### src/rtl/muldiv_unit.sv
// Iterative MULT/MULTU/DIV/DIVU unit with architectural HI/LO registers; MTHI/MTLO write directly.
// Latency: mul/div results land DATA_WIDTH+1 edges after the start edge; MTHI/MTLO land at the next edge.
// Backpressure: o_StallD holds HI/LO readers and further mul/div ops in decode while o_Busy is high.
module muldiv_unit #(
    parameter int DATA_WIDTH = 32
) (
    input  logic                  i_CLK,
    input  logic                  i_RST,
    input  logic                  i_StartE,
    input  logic [2:0]            i_OpE,
    input  logic [DATA_WIDTH-1:0] i_SrcAE,
    input  logic [DATA_WIDTH-1:0] i_SrcBE,
    input  logic                  i_ReadHiLoD,
    input  logic                  i_MulDivD,
    output logic                  o_Busy,
    output logic                  o_Done,
    output logic                  o_StallD,
    output logic [DATA_WIDTH-1:0] o_HI,
    output logic [DATA_WIDTH-1:0] o_LO
);
    localparam int W = DATA_WIDTH;
    localparam logic [W-1:0] CntInit = W'(W - 1);

    typedef enum logic [1:0] {IDLE, CALC, FIX} state_t;

    state_t       state;
    logic [W-1:0] cnt;
    // accHi: upper product half / partial remainder; accLo: multiplier then low product, or dividend then quotient
    logic [W-1:0] accHi;
    logic [W-1:0] accLo;
    logic [W-1:0] opB;
    logic [W-1:0] srcAOrig;
    logic         isDiv;
    logic         negQ;
    logic         negR;
    logic         divZero;

    logic         signedOp;
    logic [W-1:0] absA;
    logic [W-1:0] absB;
    logic [W-1:0] mulAddend;
    logic [W:0]   mulSum;
    logic [W:0]   divShift;
    logic [W:0]   divDiff;
    logic [2*W-1:0] product;
    logic [2*W-1:0] productFix;
    logic [W-1:0] quotFix;
    logic [W-1:0] remFix;

    // Operand magnitudes, one shift-add / restoring-subtract step, and final sign correction
    always_comb begin
        signedOp   = (i_OpE == 3'd0) || (i_OpE == 3'd2);
        absA       = (signedOp && i_SrcAE[W-1]) ? -i_SrcAE : i_SrcAE;
        absB       = (signedOp && i_SrcBE[W-1]) ? -i_SrcBE : i_SrcBE;
        mulAddend  = accLo[0] ? opB : '0;
        mulSum     = {1'b0, accHi} + {1'b0, mulAddend};
        divShift   = {accHi, accLo[W-1]};
        divDiff    = divShift - {1'b0, opB};
        product    = {accHi, accLo};
        productFix = negQ ? -product : product;
        quotFix    = negQ ? -accLo : accLo;
        remFix     = negR ? -accHi : accHi;
    end

    // Decode-stage hazard: only readers of HI/LO and further mul/div ops must wait
    assign o_StallD = o_Busy & (i_ReadHiLoD | i_MulDivD);

    // Control FSM plus datapath registers; HI/LO change only on MT ops in IDLE or in FIX
    always_ff @(posedge i_CLK or posedge i_RST) begin
        if (i_RST) begin
            state    <= IDLE;
            cnt      <= '0;
            accHi    <= '0;
            accLo    <= '0;
            opB      <= '0;
            srcAOrig <= '0;
            isDiv    <= 1'b0;
            negQ     <= 1'b0;
            negR     <= 1'b0;
            divZero  <= 1'b0;
            o_Busy   <= 1'b0;
            o_Done   <= 1'b0;
            o_HI     <= '0;
            o_LO     <= '0;
        end else begin
            o_Done <= 1'b0;
            case (state)
                IDLE: begin
                    if (i_StartE) begin
                        if (i_OpE <= 3'd3) begin
                            state    <= CALC;
                            o_Busy   <= 1'b1;
                            cnt      <= CntInit;
                            isDiv    <= i_OpE[1];
                            negQ     <= signedOp & (i_SrcAE[W-1] ^ i_SrcBE[W-1]);
                            negR     <= signedOp & i_SrcAE[W-1];
                            divZero  <= i_OpE[1] && (i_SrcBE == '0);
                            srcAOrig <= i_SrcAE;
                            accHi    <= '0;
                            accLo    <= absA;
                            opB      <= absB;
                        end else if (i_OpE == 3'd4) begin
                            o_HI <= i_SrcAE;
                        end else if (i_OpE == 3'd5) begin
                            o_LO <= i_SrcAE;
                        end
                    end
                end
                CALC: begin
                    if (isDiv) begin
                        // Restored remainder is below the divisor, so dropping divShift's top bit is lossless
                        if (divDiff[W]) begin
                            accHi <= divShift[W-1:0];
                            accLo <= {accLo[W-2:0], 1'b0};
                        end else begin
                            accHi <= divDiff[W-1:0];
                            accLo <= {accLo[W-2:0], 1'b1};
                        end
                    end else begin
                        accHi <= mulSum[W:1];
                        accLo <= {mulSum[0], accLo[W-1:1]};
                    end
                    if (cnt == '0) begin
                        state <= FIX;
                    end else begin
                        cnt <= cnt - W'(1);
                    end
                end
                FIX: begin
                    if (isDiv) begin
                        if (divZero) begin
                            o_LO <= '1;
                            o_HI <= srcAOrig;
                        end else begin
                            o_LO <= quotFix;
                            o_HI <= remFix;
                        end
                    end else begin
                        o_HI <= productFix[2*W-1:W];
                        o_LO <= productFix[W-1:0];
                    end
                    state  <= IDLE;
                    o_Busy <= 1'b0;
                    o_Done <= 1'b1;
                end
                default: begin
                    state <= IDLE;
                end
            endcase
        end
    end
endmodule
### config.mk
export PLATFORM = sky130hd
export DESIGN_NAME = muldiv_unit
export DESIGN_NICKNAME = d
export VERILOG_FILES = /design/src/rtl/muldiv_unit.sv
export SDC_FILE = /design/constraint.sdc
export NUM_CORES = 1
export LEC_CHECK = 0
export BUFFER_PORTS_ARGS = -buffer_cell sky130_fd_sc_hd__clkbuf_2
export CORE_MARGIN = 4
export CORE_UTILIZATION = 55
export CTS_CLUSTER_SIZE = 28
export DETAILED_ROUTE_END_ITERATION = 8
export PLACE_DENSITY_LB_ADDON = 0.3
export SYNTH_ARGS = -nofsm -noshare
export SYNTH_HDL_FRONTEND = slang
export SYNTH_SLANG_ARGS = --single-unit
### constraint.sdc
create_clock -name i_CLK -period 8.4 [get_ports i_CLK]
set_clock_uncertainty 0.15 [all_clocks]
set_input_delay 0.84 -clock i_CLK [delete_from_list [all_inputs] [get_ports i_CLK]]
set_output_delay 0.84 -clock i_CLK [all_outputs]
set_load 0.01 [all_outputs]
Word level (Yosys, flattened, before mapping)
Index checks and enable logic that the tools add are counted.

cells by class
  $add $sub $neg = 8
  multiplexer cells = 41
  eq/ne operators = 13
  reductions and logical operators = 17
  $lt $le $gt $ge = 1
  bitwise operators = 5

operators by type and width
  operator                                             count
  two-way mux 32 bit                                   26
  case mux 32 bit (2 select lines)                     5
  negation 32 bit                                      4
  logical NOT 32 bit                                   2
  two-way mux 64 bit                                   1
  negation 64 bit                                      1
  adder 32 x 32 -> 33 bit                              1
  subtractor 33 x 32 -> 33 bit                         1
  subtractor 32 x 1 -> 32 bit, second input constant   1
  inequality test 2 bit, second input constant         8
  AND reduction 3 bit                                  4
  AND reduction 4 bit                                  2
  equality test 3 bit, second input constant           2
  two-way mux 2 bit                                    3
  AND reduction 5 bit                                  1
  two-way mux 1 bit                                    4
  case mux 2 bit (2 select lines)                      1
  nonzero test 2 bit                                   2
  AND 1 bit                                            3
  equality test 3 x 2 -> 1 bit, second input constant  1
  <= comparator 3 x 2 -> 1 bit, second input constant  1
  logical AND 1 bit                                    3
  logical NOT 3 bit                                    1
  equality test 2 x 1 -> 1 bit, second input constant  1
  6 further kinds                                      6

word-level totals
  register bits after elaboration = 232
  word-level logic and storage cells = 99
  bits of input ports = 72
  output and inout port bits = 67

Depth between registers and ports, before layout
  depth after elaboration = 7
  depth in mapped cells = 15
  gate-level depth less buffers = 14

Worst setup path after synthesis
Ideal clock, no wire load.

  path type = register to register
  start point = register accHi[0]
  end point = register o_HI[30]
  cell stages (with the launch flop) = 13
  slack = 4.735 ns
  arrival time = 3.383 ns
  buffers on the path = 1
  cell sequence = dfrtp_1 > inv_1 > ha_1 > nand2b_4 > or4_4 > or4_4 > buf_6 > or4_4 > or3_4 > a22o_1 > a211o_1 > a31oi_1 > o21ai_1

between the ends
  word-level cells in the longest chain between the ends = 5

ends and longest elaborated chain
  element                               line  RTL
  start: declaration                    29    logic [W-1:0] accHi;
  start signal: assignment              113   accHi <= divShift[W-1:0];
  start signal: assignment              116   accHi <= divDiff[W-1:0];
  start signal: assignment              120   accHi <= mulSum[W:1];
  negation 32 bit                       62    remFix = negR ? -accHi : accHi;
  two-way mux 32 bit                    62
  two-way mux 32 bit                    131   if (divZero) begin
  two-way mux 32 bit (*)                130   if (isDiv) begin
  case mux 32 bit (2 select lines) (*)  87    case (state)
  end signal: assignment                133   o_HI <= srcAOrig;
  end signal: assignment                136   o_HI <= remFix;
  end signal: assignment                139   o_HI <= productFix[2*W-1:W];
  end: declaration                      18    output logic [DATA_WIDTH-1:0] o_HI,

Mark *: on every way between the ends. The rest lies on a longest branch, timed or not.
A chain may end at the register's enable or synchronous reset.

Worst setup path after layout
  start point = register accLo[31]
  end point = register accHi[30]

between the ends
  word-level cells in the longest chain between the ends = 4

ends and longest elaborated chain
  element                           line  RTL
  start: declaration                30    logic [W-1:0] accLo;
  start signal: assignment          100   accLo <= absA;
  start signal: assignment          114   accLo <= {accLo[W-2:0], 1'b0};
  start signal: assignment          117   accLo <= {accLo[W-2:0], 1'b1};
  subtractor 33 x 32 -> 33 bit      58    divDiff = divShift - {1'b0, opB};
  two-way mux 32 bit                112   if (divDiff[W]) begin
  two-way mux 32 bit                110   if (isDiv) begin
  case mux 32 bit (2 select lines)  87

No other way between the ends.

==> results.tsv <==
stage	metric	value	unit
sta	post-route setup slack	3.80	ns
yosys	most frequent cells after synthesis	nand2_1 (370), o21ai_0 (234), dfrtp_1 (232)	
sta	Slew @ Worst Pin	1.21	ns
critical_path	reg-to-reg setup timing slack	3.80	ns
cells_and_area	layout cells sized above 1	10.3	%
yosys	Syn Area/Cell	7.99	um2
global_route	global-route wire length before repair	88.2	mm
cells_and_area	Layout Nets	2385	
detailed_routing	Final Routed Wirelength	55.0	mm
clock_network	CTS sink count	232	
critical_path	critical path class	flip-flop to flip-flop	
yosys	Synth Flop Type	dfrtp_1	
power	leakage	0.00827	uW
yosys	cell taking the most area after synthesis	dfrtp_1	
clock_network	Clock Path Buffers	3	
global_route	initial antenna violation count	1	
yosys	top cell type's share of synthesized area	32.8	%
global_route	vias in the first global route	16000	
clock_network	CTS tree	yes	
global_route	GR Layer Usage met3	4.35	%
critical_path	CP arrival	4.89	ns
floorplanning	core footprint	31600	um2
critical_path	Crit Reg-Reg Startpoint	accLo[31]$_DFFE_PP0P_	
power	sw power	2420	uW
power	Switching Fraction	44.0	%
global_route	met2 Track Usage GR	48.9	%
floorplanning	Initial Util	55.9	%
critical_path	Reg2Reg Capture Point	accHi[30]$_DFFE_PP0P_	
global_route	busiest grt layer	met2	
cells_and_area	antenna cell count	0	
critical_path	CP endpoint kind	flip-flop	
sta	hold violation count in the final report	0	
job	max_cap viols	0	
sta	RSZ-0062 raised after global routing	no	
yosys	mapped cell area	17700	um2
place	DP HPWL	40.0	mm
place	PortBufs	138	
yosys	top post-synthesis cells by area	dfrtp_1 (33%), nand2_1 (7.9%), o21ai_0 (6.6%)	
clock_network	Post-CTS Setup Inserts	0	
floorplanning	Rows	65	
global_route	Total GRT Usage	30.4	%
floorplanning	DIE HEIGHT	187	um
clock_network	hold-fix buffers at CTS	0	
clock_network	CTS Buf Count	26	
clock_network	clock transition at the registers of the reported paths	0.06	ns
cells_and_area	Layout area overhead	9.78	%
sta	min Tclk post-route	4.60	ns
yosys	most frequent cell after synthesis	nand2_1	
floorplanning	Die Wd	187	um
floorplanning	I/O Pins	139	
power	cell internal pwr	3080	uW
yosys	sequential area share after synthesis	32.8	%
power	Power Density	283	nW/um2
critical_path	r2r worst-path depth	14	
clock_network	Root Driver	clkbuf_16	
sta	# setup viols final	0	
sta	Setup TNS Final	0	ns
detailed_routing	wire per inst	20.7	um
critical_path	WP data required	8.70	ns
power	Comb power frac	45.9	%
sta	Slew headroom	19.3	%
clock_network	Worst-Skew Late Latency	0.56	ns
detailed_routing	post-route antenna net violation count	0	
yosys	Post-synth EDFFs	0	
critical_path	crit-path max FO	33	
yosys	count of cell types in the netlist	70	
clock_network	htree depth	1	
sta	Max Fclk	218	MHz
global_route	GR Util met1	41.5	%
yosys	synthesized instance count	2212	
global_route	GR Overflow Total	0	
yosys	ys async rst share	100	%
place	Placer Congestion	0.962	
critical_path	Worst setup SP type	flip-flop	
power	clock share of power	22.3	%
detailed_routing	DRT Pass-1 Iters	8	
run_status	status	finished, final reports clean	
place	dpl ws	3.93	ns
worst_hold_path	Hold WC Path Type	input pin to async pin	
clock_network	post-cts repair resize count	0	
sta	max-slew violations	0	
yosys	Synth Warn #	0	
yosys	Yosys reg bits	232	
floorplanning	die area	35100	um2
detailed_routing	vias	16900	
power	Worst VDD drop	195	uV
detailed_routing	initial detailed-routing violation count	1645	
yosys	syn_nets	2355	
global_route	largest net degree at the start of global routing	110	
sta	period utilisation layout	54.7	%
power	sequential share of power	31.8	%
detailed_routing	drc violations	0	
detailed_routing	drt via density	6.35	
## final cells by class
class | instances | area [um2]
multi-input cells | 1752 | 11000
flip-flops and latches | 232 | 5810
repair buffers | 160 | 856
clock buffers | 36 | 758
fillers | 2828 | 12200
inverters | 70 | 270
well taps | 402 | 503
clock inverters | 12 | 164
## metal layers
metal	share of wire [%]	up-vias
met5	0.024	-
met4	4.6	2
met3	8.3	133
met2	45	818
met1	42	8062
li1	-	7901
## sequential cells by signal (all words and copies together) (netlist names)
register,cells
accHi,32
accLo,32
cnt,32
o_HI,32
o_LO,32
opB,32
srcAOrig,32
state,2
divZero,1
isDiv,1
negQ,1
negR,1
o_Busy,1
o_Done,1
## critical path, cell delays in order, from the launching register on
cell and delay, ns:
dfrtp_1 0.40, inv_1 0.12, ha_1 0.28, fa_1 0.39, nand2b_1 0.20, a21o_1 0.21, a21o_1 0.16, a21oi_1 0.56
o2111ai_1 0.27, nand3_1 0.23, xor2_4 0.28, buf_4 0.46, nand2_1 0.34, o21bai_1 0.31, o211ai_1 0.11
## power by group through the flow
stage                     clock network [uW]  logic, uW  registers, uW
after floorplan                            0       2040           1490
after global placement                     0       2430           1740
after detailed placement                   0       2460           1750
after CTS                               1240       2480           1730
after global routing                    1290       2770           1780
final                                   1230       2520           1750
## cell usage in the layout, fill, tap and decap left out, types with 14 or more instances in the layout
cell / count
nor4_1: 26
ha_1: 69
nor3_1: 27
a21oi_1: 123
o211ai_1: 33
nor2_1: 135
nand2b_1: 30
o31ai_1: 32
or4_1: 15
o21ai_0: 234
inv_1: 69
mux2i_1: 71
nand4_1: 14
nand3_1: 29
a32oi_1: 29
a22oi_1: 29
and2_1: 14
xor2_1: 104
dfrtp_1: 230
clkbuf_2: 138
o41ai_1: 15
nand2_1: 370
a21o_1: 43
xnor2_1: 116
and3_1: 14
or3_1: 26
buf_4: 22
clkbuf_16: 26
## metrics by stage
| step | instance area, um2 | hold slack, ns | util, % | total power, uW | instances |
|---|---|---|---|---|---|
| floorplan | 17700 | 0.287 | - | 3530 | 2212 |
| global route | 19400 | 0.333 | 61.3 | 5840 | 2664 |
| CTS | 19400 | 0.324 | 61.3 | 5450 | 2664 |
| detailed placement | 18500 | 0.314 | 58.4 | 4210 | 2616 |
| global placement | 18500 | 0.303 | 58.4 | 4170 | 2616 |
| finish | 19400 | 0.294 | 61.3 | 5500 | 2664 |
## kinds of logic (layout without fill, tap and decap cells)
group,count (synthesis),after routing,synth area share [%]
adders and majority gates,71,71,5.11
and+or+nand+nor,748,748,19.4
DFF,232,232,32.8
muxes,73,73,4.15
buffers and inverters,228,278,4.96
AOI/OAI and AO/OA,639,639,22.6
xor gates and xnor gates,221,221,10.9
## worst max path at each step
| stage | start | endpoint | slack, ns | cells after the start |
|---|---|---|---|---|
| after floorplan | i_RST | accHi[0]$_DFFE_PP0P_ | 1.05 | 1 |
| after global placement | accLo[31]$_DFFE_PP0P_ | accHi[30]$_DFFE_PP0P_ | 3.94 | 14 |
| after detailed placement | accLo[31]$_DFFE_PP0P_ | accHi[30]$_DFFE_PP0P_ | 3.93 | 14 |
| after CTS | accLo[31]$_DFFE_PP0P_ | accHi[30]$_DFFE_PP0P_ | 3.89 | 14 |
| after global routing | accLo[0]$_DFFE_PP0P_ | accHi[26]$_DFFE_PP0P_ | 3.36 | 12 |
| final | accLo[31]$_DFFE_PP0P_ | accHi[30]$_DFFE_PP0P_ | 3.80 | 14 |
(Power assumes the default switching activity.)
